==> src/rtl/mux2_rr_arbiter_pkg.sv <==
// mux2_rr_arbiter_pkg: state encoding and width helper shared by the arbiter slice
package mux2_rr_arbiter_pkg;
  localparam logic [1:0] IDLE = 2'd0;
  localparam logic [1:0] OWN0 = 2'd1;
  localparam logic [1:0] OWN1 = 2'd2;
  function automatic int clog2(input int v);
    int r = 0;
    while ((1 << r) < v) r++;
    return r;
  endfunction
endpackage

==> src/rtl/mux2_rr_arbiter_if.sv <==
// mux2_rr_arbiter_if: requester/consumer bundle around the shared 2:1 datapath
interface mux2_rr_arbiter_if #(
  parameter int WIDTH = 8,
  parameter int CNT_W = 3
);
  logic [1:0]       req;
  logic [WIDTH-1:0] din0;
  logic [WIDTH-1:0] din1;
  logic [1:0]       gnt;
  logic             sel;
  logic [WIDTH-1:0] dout;
  logic             dout_valid;
  logic [CNT_W-1:0] owner_cnt;
  modport master(output req, din0, din1, input gnt, sel, dout, dout_valid, owner_cnt);
  modport slave(input req, din0, din1, output gnt, sel, dout, dout_valid, owner_cnt);
endinterface

==> src/rtl/mux2_reg_dp.sv <==
// mux2_reg_dp: registered 2:1 select with load enable
module mux2_reg_dp #(
  parameter int WIDTH = 8
) (
  input  logic             clk,
  input  logic             rst,
  input  logic             i_load,
  input  logic             i_sel,
  input  logic [WIDTH-1:0] i_d0,
  input  logic [WIDTH-1:0] i_d1,
  output logic [WIDTH-1:0] o_q
);
  always_ff @(posedge clk or posedge rst)
    if (rst) o_q <= '0;
    else if (i_load) o_q <= i_sel ? i_d1 : i_d0;
endmodule

==> src/rtl/mux2_rr_arbiter.sv <==
// mux2_rr_arbiter: round-robin owner of a registered 2:1 datapath with burst limit
module mux2_rr_arbiter
  import mux2_rr_arbiter_pkg::*;
#(
  parameter int WIDTH     = 8,
  parameter int MAX_BURST = 4
) (
  input logic              cp,
  input logic              rst,
  mux2_rr_arbiter_if.slave bus
);
  localparam int CNT_W = clog2(MAX_BURST) + 1;
  logic [1:0]       r_state, w_state_nxt;
  logic [CNT_W-1:0] r_cnt, w_cnt_nxt;
  logic             r_last, w_last_nxt, r_dv;
  logic             w_own, w_sel, w_xfer, w_other, w_burst_end;
  assign w_own       = r_state == OWN1;
  assign w_sel       = r_state == OWN1;
  assign w_xfer      = (r_state == OWN0 && bus.req[0]) || (r_state == OWN1 && bus.req[1]);
  assign w_other     = bus.req[~w_own];
  assign w_burst_end = r_cnt == CNT_W'(MAX_BURST - 1);
  // the burst counter wraps at the limit; it only forces a handover when contended
  always_comb begin
    w_state_nxt = r_state;
    w_cnt_nxt   = '0;
    w_last_nxt  = r_last;
    if (r_state == IDLE)
      w_state_nxt = bus.req == 2'b11 ? (r_last ? OWN0 : OWN1) :
                    bus.req[0] ? OWN0 : bus.req[1] ? OWN1 : IDLE;
    else if (w_xfer) begin
      w_cnt_nxt = w_burst_end ? '0 : r_cnt + 1'b1;
      if (w_burst_end && w_other) begin
        w_state_nxt = w_own ? OWN0 : OWN1;
        w_last_nxt  = w_own;
      end
    end else begin
      w_last_nxt  = w_own;
      w_state_nxt = w_other ? (w_own ? OWN0 : OWN1) : IDLE;
    end
  end
  always_ff @(posedge cp or posedge rst)
    if (rst) begin
      r_state <= IDLE;
      r_cnt   <= '0;
      r_last  <= 1'b1;
      r_dv    <= 1'b0;
    end else begin
      r_state <= w_state_nxt;
      r_cnt   <= w_cnt_nxt;
      r_last  <= w_last_nxt;
      r_dv    <= w_xfer;
    end
  mux2_reg_dp #(.WIDTH(WIDTH)) u_dp (
    .clk   (cp),
    .rst   (rst),
    .i_load(w_xfer),
    .i_sel (w_sel),
    .i_d0  (bus.din0),
    .i_d1  (bus.din1),
    .o_q   (bus.dout)
  );
  assign bus.gnt        = {r_state == OWN1, r_state == OWN0};
  assign bus.sel        = w_sel;
  assign bus.dout_valid = r_dv;
  assign bus.owner_cnt  = r_cnt;
endmodule

==> src/flat_wrapper.sv <==
// flat-port wrapper written by rule: the top's interface ports become plain ports
module mux2_rr_arbiter_flat import mux2_rr_arbiter_pkg::*;
#(
  parameter int WIDTH     = 8,
  parameter int MAX_BURST = 4
)
  (cp, rst, bus_req, bus_din0, bus_din1, bus_gnt, bus_sel, bus_dout, bus_dout_valid, bus_owner_cnt);
  mux2_rr_arbiter_if #(.WIDTH(WIDTH), .CNT_W(clog2(4) + 1)) bus_i ();
  input logic cp;
  input logic rst;
  input wire logic [$bits(bus_i.req)-1:0] bus_req;
  input wire logic [$bits(bus_i.din0)-1:0] bus_din0;
  input wire logic [$bits(bus_i.din1)-1:0] bus_din1;
  output wire logic [$bits(bus_i.gnt)-1:0] bus_gnt;
  output wire logic [$bits(bus_i.sel)-1:0] bus_sel;
  output wire logic [$bits(bus_i.dout)-1:0] bus_dout;
  output wire logic [$bits(bus_i.dout_valid)-1:0] bus_dout_valid;
  output wire logic [$bits(bus_i.owner_cnt)-1:0] bus_owner_cnt;
  assign bus_i.req = bus_req;
  assign bus_i.din0 = bus_din0;
  assign bus_i.din1 = bus_din1;
  assign bus_gnt = bus_i.gnt;
  assign bus_sel = bus_i.sel;
  assign bus_dout = bus_i.dout;
  assign bus_dout_valid = bus_i.dout_valid;
  assign bus_owner_cnt = bus_i.owner_cnt;
  mux2_rr_arbiter #(.WIDTH(WIDTH), .MAX_BURST(MAX_BURST)) u_core (.cp(cp), .rst(rst), .bus(bus_i));
endmodule
==> config.mk <==
export PLATFORM = sky130hd
export DESIGN_NAME = mux2_rr_arbiter_flat
export DESIGN_NICKNAME = d
export VERILOG_FILES = /design/src/rtl/mux2_rr_arbiter_pkg.sv /design/src/rtl/mux2_rr_arbiter_if.sv /design/src/rtl/mux2_reg_dp.sv /design/src/rtl/mux2_rr_arbiter.sv /design/src/flat_wrapper.sv
export SDC_FILE = /design/constraint.sdc
export NUM_CORES = 1
export LEC_CHECK = 0
export CAP_MARGIN = 5
export CELL_PAD_IN_SITES_DETAIL_PLACEMENT = 0
export CELL_PAD_IN_SITES_GLOBAL_PLACEMENT = 1
export CORE_MARGIN = 2
export CORE_UTILIZATION = 25
export CTS_BUF_LIST = sky130_fd_sc_hd__clkbuf_8
export CTS_CLUSTER_DIAMETER = 40
export DETAILED_ROUTE_END_ITERATION = 6
export PLACE_DENSITY = 0.74
export RECOVER_POWER = 50
export SETUP_SLACK_MARGIN = 0.3
export SLEW_MARGIN = 15
export SYNTH_ARGS = -nofsm -noshare
export SYNTH_HDL_FRONTEND = slang
export SYNTH_SLANG_ARGS = --single-unit
==> constraint.sdc <==
create_clock -name cp -period 1.3 [get_ports cp]
set_input_delay 0.195 -clock cp [delete_from_list [all_inputs] [get_ports cp]]
set_output_delay 0.195 -clock cp [all_outputs]
set_load 0.02 [all_outputs]
; Word-level counts from Yosys, hierarchy flattened
; Index checks and enable logic that the tools add are counted.
[classes]
mux = 17
addsub = 1
n_lt_le_gt_ge = 1
n_reduce_logical = 6
bitwise = 2
n_eq_ne = 6
[op_table]
columns = cell, n
row1 = 2-bit two-way mux, 9
row2 = 3-bit two-way mux, 3
row3 = 8-bit two-way mux, 1
row4 = 2-bit equality test (second input constant), 2
row5 = 1-bit two-way mux, 4
row6 = 3-bit by 1-bit adder with 3-bit output (second input constant), 1
row7 = 3-bit by 2-bit equality test with 1-bit output (second input constant), 1
row8 = 1-bit logical AND, 3
row9 = 3-bit inequality test (second input constant), 1
row10 = 2-bit by 1-bit equality test with 1-bit output (second input constant), 1
row11 = 2-bit logical NOT, 1
row12 = 1-bit by 2-bit less-than comparator with 1-bit output (second input constant), 1
row13 = 2-bit inequality test (second input constant), 1
row14 = 1-bit NOT, 2
row15 = 2-bit AND reduction, 1
row16 = 1-bit logical OR, 1
[totals]
register_bits = 15
out_inout_bits = 15
in_bits = 20
word_cells = 38

; Depth between registers and ports, before layout
[depth]
depth_word = 8
depth_mapped = 6
ltp_nobuf = 4

; By module
; Synthesis repeated with hierarchy kept, for this count alone.
[unflattened]
cells_unflattened = 73
area_unflattened_um2 = 780.7
[modules_own_cells]
columns = mod, seq_area_each_um2, area_each_um2, n_inst, cells_each
row1 = mux2_rr_arbiter, 176.4, 392.9, 1, 37
row2 = mux2_reg_dp, 200.2, 387.9, 1, 36

; Least setup slack after synthesis
; OpenSTA, ideal clock, no wires.
[synth_timing]
kind = register -> register
from = register u_core.r_cnt[0] (netlist: u_core.bus.owner_cnt[0])
to = register u_core.r_last
path_buffers = 1
setup_ps = 83
path_stages_with_launch = 6
path_slack_ps = -247
required_time_ps = 1217
t_arrival_ps = 1463
synth_period_minus_slack_ps = 1547
cell_sequence = dfrtp_1 > ha_1 > nor2b_1 > buf_2 > a21bo_1 > a221o_1
[synth_via]
elab_chain_cells = 4
[synth_lines]
columns = element, line_no
row1 = from (decl), mux2_rr_arbiter.sv:14  ; logic [CNT_W-1:0] r_cnt, w_cnt_nxt;
row2 = from (signal assigned), mux2_rr_arbiter.sv:49  ; r_cnt <= w_cnt_nxt;
row3 = 3-bit by 2-bit equality test with 1-bit output, mux2_rr_arbiter.sv:21  ; assign w_burst_end = r_cnt == CNT_W'(MAX_BURST - 1);
row4 = 1-bit logical AND, mux2_rr_arbiter.sv:32  ; if (w_burst_end && w_other) begin
row5 = 2-bit inequality test (no line), --
row6 = 2-bit AND reduction (no line), --
row7 = to (signal assigned), mux2_rr_arbiter.sv:50  ; r_last <= w_last_nxt;
row8 = to (decl), mux2_rr_arbiter.sv:15  ; logic r_last, w_last_nxt, r_dv;
; No other way between the ends.
; A chain may end at the register's enable or synchronous reset.

; Worst setup path after layout
[layout_timing]
from = register u_core.r_state[0]
to = register u_core.u_dp.o_q[6]
[layout_via]
elab_chain_cells = 3
elab_cells_between_ends = 6
classes_between = 2 x eq/ne / 1 x mux / 3 x reduce/logical
[layout_lines]
columns = element, line_no
row1 = from (decl), mux2_rr_arbiter.sv:13  ; logic [1:0] r_state, w_state_nxt;
row2 = from (signal assigned), mux2_rr_arbiter.sv:48  ; r_state <= w_state_nxt;
row3 = 2-bit by 1-bit equality test with 1-bit output / 2-bit equality test (equally long branches), "mux2_rr_arbiter.sv:19, mux2_rr_arbiter.sv:18"
row4 = 1-bit logical AND, mux2_rr_arbiter.sv:19  ; assign w_xfer = (r_state == OWN0 && bus.req[0]) || (r_state == OWN1 && bus.req[1]);
row5 = 1-bit logical OR, mux2_rr_arbiter.sv:19
row6 = to (signal assigned), mux2_reg_dp.sv:15  ; else if (i_load) o_q <= i_sel ? i_d1 : i_d0;
row7 = to (decl), mux2_reg_dp.sv:11  ; output logic [WIDTH-1:0] o_q
; Several ways; a longest one is shown, not always the timed one.

==> results <==
- STA classifies the critical path startpoint as a flop.
- The final cell area excluding filler cells is 0.00142 sq mm.
- The layout overhead on the synthesized area is 74.8%.
- The number of antenna diodes in the final layout is 0.
- The initial antenna violation count is 0.
- The maximum number of pins on one net before global-route repair is 10.
- The first global-routing pass estimated 3070 microns of wire.
- In this run the power spent charging and discharging nets is between 0.5 and 0.6 mW.
- For this design the ratio of total power to cell area is 1260 mW/mm^2.
- The worst min-delay path category is in -> async.
- The max-slew violation count is 0.
- The number of primary I/O pins is 35.
- After detailed routing, the average wire length per cell comes to 12.4 microns.
- The total of flip-flops plus latches after synthesis is 15.
- The timing-limited maximum frequency is 724 MHz.
- Summed over all cells, the static leakage comes to 0.690 nW.
- The total DRC errors in the routed layout is 0.
- Across the run, the number of max-cap violations was 0.
- For the worst setup path, the data required time is approximately 1.4 ns.
- The die outline width is 60.9 microns.
- Summing the sequential cell areas from Yosys gives 46.5% of the chip area.
- Buffers placed on the I/O ports in this run total 34.
- The final reports fail on setup timing.
- Setup violations remaining at the end of the flow were counted as 8.
- After layout, the worst setup slack is -0.0815 ns.
- The die is 60.9 microns tall.
- The critical path arrival is 1.51 ns.
- The type of element capturing the critical path is a flop.
- The routed layout has 708 vias.
- The logic gate share of total power is 42.4%.
- At the end of routability-driven placement, the weighted congestion stood at 0.653.
- The layout cell share with drive strength beyond 1 is around 50%.
- The total core area is 0.00308 sq mm.
- In this run the worst path has a maximum fanout of 5.
- The first routing iteration left 9 violations.
- Counting stages on the worst path, the most repeated cell is sky130_fd_sc_hd__mux2_4.
- The post-synthesis net count is 86.
- The flow ran to the end, but the final reports show violations.
- The pre-CTS worst setup slack is -0.315 ns.
- In this run the tightest slew margin relative to its limit is 75.8%.
- The tree built by TritonCTS fans out to 15 sinks.
- After legalization and detailed placement, the total HPWL measured 1540 microns.
- Yosys printed 0 warnings.
- Hold is met by 0.357 ns.
- The aggregate global routing overflow is 0.
- In this run the number of H-tree levels came out at 1.
- In this run switching power makes up between 30% and 40% of total power.
- In this run, flip-flops and latches consume 37.3% of the power.
- The worst path uses 106% of the clock period.
- The clock power share is about a fifth.
- The cell area after placement is 0.00127 sq mm.
- In this run, CTS created clock tree buffers numbering 3.
- Summed over all layers, the routed wires come to 2030 microns.
- The full die area is ~0.0037 sq mm.
- Once the floorplan was initialized, standard cells occupied 26.3% of the core.
- For the pin with the worst max-slew slack, the measured transition is ~0.36 ns.
- On the critical path, the stage with the largest delay is an instance of sky130_fd_sc_hd__dfrtp_2.
- Clock-pin slew was measured on the worst setup and hold paths at 0.06 ns.
- The average cell area after synthesis is 12.5 sq um.
- The signal on the critical path passes through nor2b_4, buf_6, mux2_4, mux2_4.
- In this run, distinct cell masters in the synthesized netlist total 33.
- The clock period minus worst slack is between 1 and 1.5 ns.
- The number of hold buffers added after CTS was 0.
- Setup repair after global routing could not meet its margin everywhere.
- The final-report hold violation count is 0.
- The type of the worst setup path is reg -> reg.
- The buffer type at the clock tree root is sky130_fd_sc_hd__clkbuf_8.
- TritonCTS built the clock tree.
- The number of iterations in the first detailed-routing pass is 4.
- The final net count is 142.
- The completed layout was analyzed and its total power is about 1.8 mW.
- No sink is reached through more buffers than the 2 on the longest clock path.
- The via count of the first global-routing pass is 724.
- The biggest cell delay along the critical path is 0.45 ns.
- The count of nets left with antenna violations once routing finished came out at 0.
- The count of cells in the finished layout, fillers not included, comes to 164.
- The final core utilization is 46.0%.
- Clock latency on the worst-skew pair, taken at its later pin, is roughly 0.24 ns.
- The accumulated negative setup slack is -0.183 ns.
- Cell internal power was estimated by the tool at ~1.2 mW.
- The worst clock skew is between 0.0007 and 0.0008 ns.
- The detailed-route vias per instance is 4.32.
- The floorplan row count is 20.
- The post-synthesis cell count is 65.
- The worst-case IR drop observed on VDD is 0.000399 V.
- The total routing resource utilization after global routing is 11.4%.
- In this run, placement finished with an instance count of 150.
- The combined area of all synthesized cells is 810 sq um.
sequential cells by signal, indices dropped and copies added, names as in the netlist:
name,cells
u_core.r_state,2
u_core.bus.dout_valid,1
u_core.bus.owner_cnt,3
u_core.r_last,1
u_core.u_dp.o_q,8
cells in the mapped netlist (all sizes together):
master / count / share of area, %
a21bo: 1 / 1.2
a21boi: 1 / 0.93
a21o: 7 / 6.5
a21oi: 1 / 0.62
a221o: 1 / 1.2
a22o: 7 / 7.6
a31oi: 1 / 0.77
and3b: 2 / 2.3
buf: 7 / 9.1
dfrtp: 14 / 43
dfstp: 1 / 3.2
ha: 1 / 1.5
inv: 3 / 1.4
mux2: 2 / 3.2
mux2i: 1 / 1.2
nand2: 2 / 0.93
nand3b: 1 / 0.93
nor2: 4 / 3.9
nor2b: 2 / 2.5
nor3: 1 / 1.2
nor3b: 1 / 1.5
nor4b: 1 / 1.9
o211ai: 1 / 0.93
o31a: 1 / 1.2
or3: 1 / 0.77
power by group through the flow:
stage / Sequential [mW] / Combinational, mW / Clock (mW)
2_1_floorplan: 0.764 / 0.280 / 0
3_3_place_gp: 0.673 / 0.683 / 0
3_5_place_dp: 0.674 / 0.694 / 0
4_1_cts: 0.664 / 0.669 / 0.375
5_1_grt: 0.677 / 0.812 / 0.391
6_report: 0.666 / 0.758 / 0.362
layout make-up:
cell class	instances	area [sq um]
repair buffers	58	537
inverters	3	11.3
clock buffers	3	41.3
multi-input cells	40	385
fillers	304	1660
clock inverters	1	3.75
well taps	44	55.1
flip-flops and latches	15	382
placed cells by master, fill, tap and decap left out:
cell type and instances:
sky130_fd_sc_hd__buf_4 17, sky130_fd_sc_hd__o211ai_1 1, sky130_fd_sc_hd__and3b_2 2, sky130_fd_sc_hd__nand3b_1 1, sky130_fd_sc_hd__a22o_1 7, sky130_fd_sc_hd__nor3b_2 1
sky130_fd_sc_hd__a21boi_2 1, sky130_fd_sc_hd__clkbuf_8 3, sky130_fd_sc_hd__nor2_1 3, sky130_fd_sc_hd__buf_2 5, sky130_fd_sc_hd__dlygate4sd3_1 1, sky130_fd_sc_hd__mux2_4 2
sky130_fd_sc_hd__a21bo_1 1, sky130_fd_sc_hd__clkbuf_1 2, sky130_fd_sc_hd__nor2_8 1, sky130_fd_sc_hd__buf_6 13, sky130_fd_sc_hd__a21o_1 7, sky130_fd_sc_hd__inv_2 2
sky130_fd_sc_hd__dfrtp_1 10, sky130_fd_sc_hd__dfstp_2 1, sky130_fd_sc_hd__nor4b_4 1, sky130_fd_sc_hd__buf_12 2, sky130_fd_sc_hd__o31a_2 1, sky130_fd_sc_hd__ha_4 1
sky130_fd_sc_hd__a31oi_1 1, sky130_fd_sc_hd__a221o_1 1, sky130_fd_sc_hd__a21oi_1 1, sky130_fd_sc_hd__clkdlybuf4s50_1 18, sky130_fd_sc_hd__nand2_1 2, sky130_fd_sc_hd__or3_1 1
sky130_fd_sc_hd__nor3_2 1, sky130_fd_sc_hd__nor2b_4 2, sky130_fd_sc_hd__inv_1 2, sky130_fd_sc_hd__dfrtp_2 4, sky130_fd_sc_hd__mux2i_1 1
what timing repair did:
action / in CTS / in global routing
endpoints found under the setup margin: 30 / 26
gates resized for setup: 80 / 11
buffers inserted: 4 / 6
pin swaps: 3 / 2
hold endpoints to repair: 0 / 0
routing by layer:
layer	wire, microns	GRT usage [%]
met5	0	0
met4	0	5.59
met3	53	1.49
met2	1220	21.7
met1	757	12.3
kinds of logic (layout without fill, tap and decap cells):
logic type	count (synthesis)	after routing	share of synthesized area, %
compound gates	21	21	21.0
mux	3	3	4.48
fa+ha+maj	1	1	1.55
simple gates	15	15	15.9
buf+inv	10	65	10.5
flops	15	15	46.5
worst paths after layout:
kind | start | slack (ns) | depth (start not counted) | end
max | u_core.r_state[0] | -0.08 | 4 | u_core.u_dp.o_q[6]
min reg2reg | u_core.u_dp.o_q[3] | 0.48 | 1 | u_core.u_dp.o_q[3]
min in group cp | u_core.u_dp.o_q[3] | 0.48 | 1 | u_core.u_dp.o_q[3]
min | rst | 0.36 | 2 | u_core.bus.dout_valid
max reg2reg | u_core.r_state[0] | -0.08 | 4 | u_core.u_dp.o_q[6]
max in group asynchronous | rst | 0.34 | 3 | u_core.u_dp.o_q[2]
worst max-delay path, delay by kind of cell (launching register included):
family                 cells  cell delay (ns)
AND/OR/NAND/NOR            1             0.16
flip-flops                 1             0.45
buffers and inverters      1             0.11
multiplexers               2             0.54
(Power assumes the default switching activity.)
